`config.mk`:
```
export PLATFORM = sky130hd
export DESIGN_NAME = stack_op_seq
export DESIGN_NICKNAME = d
export VERILOG_FILES = /design/src/rtl/stack_op_seq.sv
export SDC_FILE = /design/constraint.sdc
export NUM_CORES = 2
export LEC_CHECK = 0
export BUFFER_PORTS_ARGS = -buffer_cell sky130_fd_sc_hd__buf_2
export CORE_MARGIN = 3
export CORE_UTILIZATION = 55
export DETAILED_ROUTE_END_ITERATION = 6
export PLACE_DENSITY = 0.72
export SKIP_LAST_GASP = 1
export SYNTH_ARGS = -nofsm -noshare
export SYNTH_HDL_FRONTEND = slang
export SYNTH_SLANG_ARGS = --single-unit
```
`constraint.sdc`:
```
create_clock -name clk -period 17.2 [get_ports clk]
set_input_delay 0.86 -clock clk [delete_from_list [all_inputs] [get_ports clk]]
set_output_delay 0.86 -clock clk [all_outputs]
set_load 0.02 [all_outputs]
```
`src/rtl/stack_op_seq.sv`:
```
`default_nettype none
`timescale 1ns/1ps
// ----------------------------------------------------------------------------
// stack_op_seq: runs one RPN operation on the operand stack via push/pop pulses
// Rev 1.0
// ----------------------------------------------------------------------------
module stack_op_seq #(
  parameter int WIDTH  = 32,
  parameter int SIZE_W = 10,
  parameter int DEPTH  = 1023
) (
  input  logic              clk,
  input  logic              reset,
  input  logic              start,
  input  logic [2:0]        op,
  input  logic [WIDTH-1:0]  stack_top,
  input  logic [SIZE_W-1:0] stack_size,
  output logic              busy,
  output logic              done,
  output logic              err,
  output logic              stack_push,
  output logic              stack_pop,
  output logic [WIDTH-1:0]  stack_in
);

  localparam int CNT_W = (WIDTH > 1) ? $clog2(WIDTH) : 1;

  localparam logic [2:0] OP_ADD  = 3'd0;
  localparam logic [2:0] OP_SUB  = 3'd1;
  localparam logic [2:0] OP_MUL  = 3'd2;
  localparam logic [2:0] OP_DIV  = 3'd3;
  localparam logic [2:0] OP_MOD  = 3'd4;
  localparam logic [2:0] OP_POP  = 3'd5;
  localparam logic [2:0] OP_SWAP = 3'd6;
  localparam logic [2:0] OP_DUP  = 3'd7;

  typedef enum logic [3:0] {
    S_IDLE, S_POP1, S_SET1, S_POP2, S_SET2, S_EXEC,
    S_PUSH1, S_SETP1, S_PUSH2, S_SETP2, S_DONE
  } state_t;

  state_t             state_q, state_d;
  logic [WIDTH-1:0]   a_q, a_d, b_q, b_d;
  logic [2:0]         op_q, op_d;
  logic [WIDTH-1:0]   rem_q, rem_d, quo_q, quo_d;
  logic [CNT_W-1:0]   cnt_q, cnt_d;
  logic               busy_q, busy_d, done_q, done_d, err_q, err_d;
  logic               push_q, push_d, pop_q, pop_d;
  logic [WIDTH-1:0]   stack_in_q, stack_in_d;

  logic               size_ok, div_zero, reject, is_div;
  logic [WIDTH:0]     rem_shift, rem_diff;
  logic [WIDTH-1:0]   rem_step, quo_step, mul_res, alu_res;

  // One restoring-division step: shift in the next dividend bit, try subtracting A
  always_comb begin
    rem_shift = {rem_q, quo_q[WIDTH-1]};
    rem_diff  = rem_shift - {1'b0, a_q};
    rem_step  = rem_diff[WIDTH] ? rem_shift[WIDTH-1:0] : rem_diff[WIDTH-1:0];
    quo_step  = {quo_q[WIDTH-2:0], ~rem_diff[WIDTH]};
  end

  assign mul_res = b_q * a_q;
  assign is_div  = (op_q == OP_DIV) || (op_q == OP_MOD);

  always_comb begin
    alu_res = rem_step;
    case (op_q)
      OP_ADD:  alu_res = b_q + a_q;
      OP_SUB:  alu_res = b_q - a_q;
      OP_MUL:  alu_res = mul_res;
      OP_DIV:  alu_res = quo_step;
      default: alu_res = rem_step;
    endcase
  end

  always_comb begin
    case (op)
      OP_POP:  size_ok = (stack_size >= SIZE_W'(1));
      OP_DUP:  size_ok = (stack_size >= SIZE_W'(1)) && (stack_size < SIZE_W'(DEPTH));
      default: size_ok = (stack_size >= SIZE_W'(2));
    endcase
    div_zero = ((op == OP_DIV) || (op == OP_MOD)) && (stack_top == '0);
    reject   = !size_ok || div_zero;
  end

  always_comb begin
    state_d    = state_q;
    a_d        = a_q;
    b_d        = b_q;
    op_d       = op_q;
    rem_d      = rem_q;
    quo_d      = quo_q;
    cnt_d      = cnt_q;
    stack_in_d = stack_in_q;
    done_d     = 1'b0;
    err_d      = 1'b0;
    case (state_q)
      S_IDLE: begin
        if (start) begin
          if (reject) begin
            done_d = 1'b1;
            err_d  = 1'b1;
          end else begin
            a_d  = stack_top;
            op_d = op;
            if (op == OP_DUP) begin
              state_d    = S_PUSH1;
              stack_in_d = stack_top;
            end else begin
              state_d = S_POP1;
            end
          end
        end
      end
      S_POP1: state_d = S_SET1;
      S_SET1: begin
        b_d     = stack_top;
        state_d = (op_q == OP_POP) ? S_DONE : S_POP2;
      end
      S_POP2: state_d = S_SET2;
      S_SET2: begin
        rem_d = '0;
        quo_d = b_q;
        cnt_d = '0;
        if (op_q == OP_SWAP) begin
          state_d    = S_PUSH1;
          stack_in_d = a_q;
        end else begin
          state_d = S_EXEC;
        end
      end
      S_EXEC: begin
        // Divider holds EXEC for WIDTH cycles; the last step feeds the push directly
        if (is_div && (cnt_q != CNT_W'(WIDTH - 1))) begin
          rem_d = rem_step;
          quo_d = quo_step;
          cnt_d = cnt_q + CNT_W'(1);
        end else begin
          state_d    = S_PUSH1;
          stack_in_d = alu_res;
        end
      end
      S_PUSH1: state_d = S_SETP1;
      S_SETP1: begin
        if (op_q == OP_SWAP) begin
          state_d    = S_PUSH2;
          stack_in_d = b_q;
        end else begin
          state_d = S_DONE;
        end
      end
      S_PUSH2: state_d = S_SETP2;
      S_SETP2: state_d = S_DONE;
      S_DONE:  state_d = S_IDLE;
      default: state_d = S_IDLE;
    endcase

    // Outputs are decoded from the state being entered so they register cleanly
    busy_d = (state_d != S_IDLE);
    done_d = done_d | (state_d == S_DONE);
    push_d = (state_d == S_PUSH1) || (state_d == S_PUSH2);
    pop_d  = (state_d == S_POP1) || (state_d == S_POP2);
  end

  always_ff @(posedge clk) begin
    if (reset) begin
      state_q    <= S_IDLE;
      a_q        <= '0;
      b_q        <= '0;
      op_q       <= '0;
      rem_q      <= '0;
      quo_q      <= '0;
      cnt_q      <= '0;
      busy_q     <= 1'b0;
      done_q     <= 1'b0;
      err_q      <= 1'b0;
      push_q     <= 1'b0;
      pop_q      <= 1'b0;
      stack_in_q <= '0;
    end else begin
      state_q    <= state_d;
      a_q        <= a_d;
      b_q        <= b_d;
      op_q       <= op_d;
      rem_q      <= rem_d;
      quo_q      <= quo_d;
      cnt_q      <= cnt_d;
      busy_q     <= busy_d;
      done_q     <= done_d;
      err_q      <= err_d;
      push_q     <= push_d;
      pop_q      <= pop_d;
      stack_in_q <= stack_in_d;
    end
  end

  assign busy       = busy_q;
  assign done       = done_q;
  assign err        = err_q;
  assign stack_push = push_q;
  assign stack_pop  = pop_q;
  assign stack_in   = stack_in_q;

endmodule
`default_nettype wire

```
Word level (Yosys, flattened, before mapping)
Cells that the tools add are included.

Add/sub/neg operators: 4. Multiply operators: 1. Divide/modulo/power cells: 0. Order comparisons: 3. Equal/unequal tests: 32. Shift operators: 0. Mux-type cells: 27. Bitwise operators: 3. Reduce and logical (&&, ||, !) cells: 18.

Operators by type and width (count): $mux 32 (9); $pmux 32 s4 (2); $pmux 32 s2 (2); $pmux 4 s10 (1); $sub 33x32->33 (1); $add 32x32->32 (1); $logic_not 32->1 (1); $mul 32x32->32 (1); $sub 32x32->32 (1); $eq 4x3->1 const B (5); $eq 3x3->1 const B (6); $eq 4x4->1 const B (4); $mux 4 (4); $ne 2x2->1 const B (7); $eq 4x2->1 const B (3); $ge 10x1->1 const B (1); $ge 10x2->1 const B (1); $lt 10x10->1 const B (1); $pmux 5 s2 (1); $eq 3x2->1 const B (3); $eq 4x1->1 const B (2); $reduce_bool 4->1 (2); $reduce_and 7->1 (1); $add 5x1->5 const B (1); 17 further kinds (27).

Register bits: 177. Latch bits: 0. Memory bits (writable): 0. ROM bits: 0. Logic and storage cells: 101. Memories: 0.

Longest topological paths before layout
Depth after elaboration: 10. Depth in mapped cells: 29. Mapped depth without buffers: 27.

Least setup slack after synthesis
Ideal clock, no wire load.

Path type: reg-to-reg. From: register a_q[6]. To: register stack_in_q[31] (netlist: stack_in[31]). Setup time: 0.134 ns. Arrival: 6.771 ns. Required time: 17.066 ns. Slack: 10.296 ns. Cell stages (with the launch flop): 28. Cell sequence: dfxtp_1 -> clkbuf_1 -> clkbuf_1 -> and2_1 -> fa_1 -> fa_1 -> fa_1 -> inv_1 -> fa_1 -> inv_1 -> fa_1 -> inv_1 -> fa_1 -> inv_1 -> fa_1 -> fa_1 -> ha_1 -> a21oi_1 -> o21ai_0 -> nor2b_1 -> a211o_1 -> o2111ai_1 -> a31oi_1 -> xnor2_1 -> mux2i_1 -> mux2i_1 -> mux2i_1 -> o22ai_1.

Word-level cells in the longest chain between the ends: 5. Elaborated cells on any way between the ends: 8.

Ends and longest elaborated chain: from (decl) (line 43) `logic [WIDTH-1:0] a_q, a_d, b_q, b_d;`; from (signal assigned) (line 169) `a_q <= '0;`; from (signal assigned) (line 183) `a_q <= a_d;`; branches (longest 2 deep; another with $mul 32x32->32); $pmux 32 s4 * (line 68) `case (op_q)`; $mux 32 * (line 135) `if (is_div && (cnt_q != CNT_W'(WIDTH - 1))) begin`; $pmux 32 s4 * (line 98) `case (state_q)`; to (signal assigned) (line 194) `stack_in_q <= stack_in_d;`; to (decl) (line 49) `logic [WIDTH-1:0] stack_in_q, stack_in_d;`.

Every way passes the cells marked *. The select of a mux whose other input is x is not followed. A chain may end at the register's enable or synchronous reset.

Worst setup path after layout
From: register b_q[0]. To: register stack_in_q[28] (netlist: stack_in[28]).

Word-level cells in the longest chain between the ends: 4. Elaborated cells on any way between the ends: 6.

Ends and longest elaborated chain: from (decl) (line 43); from (signal assigned) (line 170) `b_q <= '0;`; from (signal assigned) (line 184) `b_q <= b_d;`; $mul 32x32->32 (tied with other cells) (line 63) `assign mul_res = b_q * a_q;`; $pmux 32 s4 * (line 68); $mux 32 * (line 135); $pmux 32 s4 * (line 98).

Every way passes the cells marked *; elsewhere a longest branch is shown, timed or not. The select of a mux whose other input is x is not followed.

==> results.md <==
* Synth area leaders: fa_1 (29%), dfxtp_1 (13%), ha_1 (8.4%)
* Cells after Synth at around 3400
* Clock-pin slew on the worst setup and hold paths at 0.08 ns
* Clock Path Buffers at 2
* Place WS at 9.07 ns
* Layout cells sized above 1 at 6.32%
* Input/output buffers at 84
* Syn Area/Cell at between 8 and 9 um^2
* CP max-delay cell: dfxtp_1
* Clock Skew at 0.0144 ns
* Overall Global Routing Usage at 37.4%
* Yosys warnings at 0
* Postcts setup bufs at 0
* Max-slew violation count at 0
* Most frequent cell after synthesis: nand2_1
* Most frequent CP cell: ha_1
* Fmax at about 120 MHz
* Post-CTS sizing at 0
* Unique cell type count in the Yosys netlist at 86
* Worst-margin pin slew at 1.14 ns
* Core area at 50400 um^2
* HP Class: reg -> reg
* Fill count at 4586
* CP Launch Type: flop
* Die width at 232 um
* Die H at between 200 and 250 um
* Initial antenna violation count at 4
* Final WL at approximately 99 mm
* Maximum vdd drop at around 0.10 mV
* Inst Count DP at 4012
* Final period demand of the worst path at 8.45 ns
* RSZ-0062 raised after global routing: false
* WL/cell at approximately 24 um
* Dpl hpwl at 75.0 mm
* H-tree levels at 4
* Clk Latency, worst-skew pair at 0.47 ns
* Net count, final at 4007
* Io pins at 85
* Status: complete, no violations
* Total CTS buffers at 17
* DR vias at 25375
* Synth Register Bits at 177
* Final Hold Fails at 0
* Post-DR vias/cell at 6.27
* Worst EP arrival at 8.84 ns
* Max-cap violation count at 0
* Pleak at 13.4 nW
* First-pass GRT wire length at 153 mm
* Post-route DRC at 0
* Setup CP Type: reg -> reg
* Main synth FF type: dfxtp_1
* Yosys top cell area share at 29.1%
* Final WS setup at ~9 ns
* Routed Antenna Nets at 0
* Synth area leader: fa_1
* Synthesized net count at 4065
* CTS tree: built
* Die area at 54000 um^2
* Min Hold Slack at 0.480 ns
* Area delta synth->final at 5.34%
* Starting Density at 56.0%
* Clock root buffer: clkbuf_16
* Worst Setup End Kind: flop
* Top cells by count, synth: nand2_1 (438), inv_1 (434), fa_1 (410), and2_1 (295), nor2_1 (215)
* Final period util at 49.1%
* Clk sinks at roughly 180
* Vias in the first global route at 26274
* DRT Pass-1 Iters at 5
* Sequential element share of the synthesized area at around 13%
* # setup viols final at 0
* Worst EP required at 17.59 ns
* Ys async rst share at 0%
* CTS Hold Buffers Added at 0
* 1st-iter DRT viols at 2723
* GPL Wtd Cong at 1.00
* Power Density at 114 nW/um^2
* Setup tns final at 0 ns
* Largest net degree at the start of global routing at 86
* Relative slew slack at roughly a quarter
* FP Rows at 82
* Overflow after GRT at 0
* Synthesized cell area at 28200 um^2
* Final non-filler cell total at ~4000
* Crit path max fanout at 15
* CP max stage delay at 1.08 ns
* EDFF count, synth at 0
* Util after Layout at about three fifths
-- cells by family (layout without fill, tap and decap cells) --
| logic type | after synthesis | count (layout) | synth area share (%) |
|---|---|---|---|
| AO/OA/AOI/OAI | 625 | 625 | 14.4 |
| XOR/XNOR | 168 | 168 | 5.27 |
| adder cells (fa/ha/maj) | 600 | 600 | 37.5 |
| buffers and inverters | 659 | 614 | 8.91 |
| flip-flops | 177 | 177 | 12.6 |
| multiplexers | 70 | 70 | 2.54 |
| other | 0 | 2 | 0 |
| AND/OR/NAND/NOR | 1118 | 1118 | 18.8 |
-- state kept, by name, summed over array words and instances, names as in the netlist --
signal / flops
busy: 1
stack_push: 1
state_q: 4
err: 1
rem_q: 32
b_q: 32
a_q: 32
quo_q: 32
stack_pop: 1
stack_in: 32
done: 1
cnt_q: 5
op_q: 3
-- placed cells by master, fill, tap and decap left out, types with 7 or more instances in the layout --
master,instances
and2_1,295
and3_1,15
o22ai_1,10
o21bai_1,9
xor2_1,48
dfxtp_1,174
mux2i_1,63
ha_1,190
nand2b_1,17
nor2b_1,13
a311oi_1,7
o211ai_1,38
o21a_1,24
nor4_1,18
nand3_1,45
a211oi_1,20
nor3_1,24
a41oi_1,7
fa_1,410
a31oi_1,32
o21ai_0,103
clkbuf_16,17
buf_4,62
o21ai_1,9
a22oi_1,60
inv_1,434
nand4_1,15
xnor2_1,119
a21o_1,33
nand2_1,438
a211o_1,9
nor2_1,210
buf_2,83
a21oi_1,200
-- per-stage QoR --
step / total power, mW / instance area [um^2]
floorplan: 2.14 / 28200
global placement: 2.84 / 29100
detailed placement: 2.87 / 29100
CTS: 3.31 / 29700
global route: 3.57 / 29700
finish: 3.38 / 29700
-- worst max-delay path: cells and delay by family, from the launching register on --
family                     cells  cell delay [ns]
and+or+nand+nor                4             1.03
buffers and inverters          4             1.34
DFF                            1             1.08
AOI/OAI and AO/OA              8             1.67
adders and majority gates      9             3.24
-- routing by layer --
metal / up-vias / part of all wire (%) / global-route usage [%]
met3: 377 / 10 / 8.50
met2: 1511 / 46 / 60.3
met4: 2 / 5.8 / 18.1
li1: 10931 / - / -
met1: 12554 / 38 / 47.7
met5: - / 0.022 / 0
-- cell type report --
type                    count  area [um^2]  share of cell area (%)
repair buffers            145          881                    2.97
clock buffers              18          429                    1.45
flip-flops and latches    177         3550                    11.9
diodes                      2         5.00                  0.0169
well taps                 672          841                    2.83
multi-input cells        2581        22200                    74.7
inverters                 437         1640                    5.52
clock inverters            14          171                   0.577
-- power by group --
| group | internal, mW | switching (mW) |
|---|---|---|
| combinational | 0.824 | 1.45 |
| clock | 0.220 | 0.207 |
| sequential | 0.481 | 0.190 |
| total | 1.53 | 1.85 |
-- path summary, 6_finish.rpt --
path / start / end / slack, ns / depth (start not counted)
min: quo_q[28] / quo_q[28] / 0.48 / 2
max reg2reg: b_q[0] / stack_in[28] / 8.75 / 25
max: b_q[0] / stack_in[28] / 8.75 / 25
min reg2reg: quo_q[28] / quo_q[28] / 0.48 / 2
Note: power is estimated with default switching activity, not from simulation.
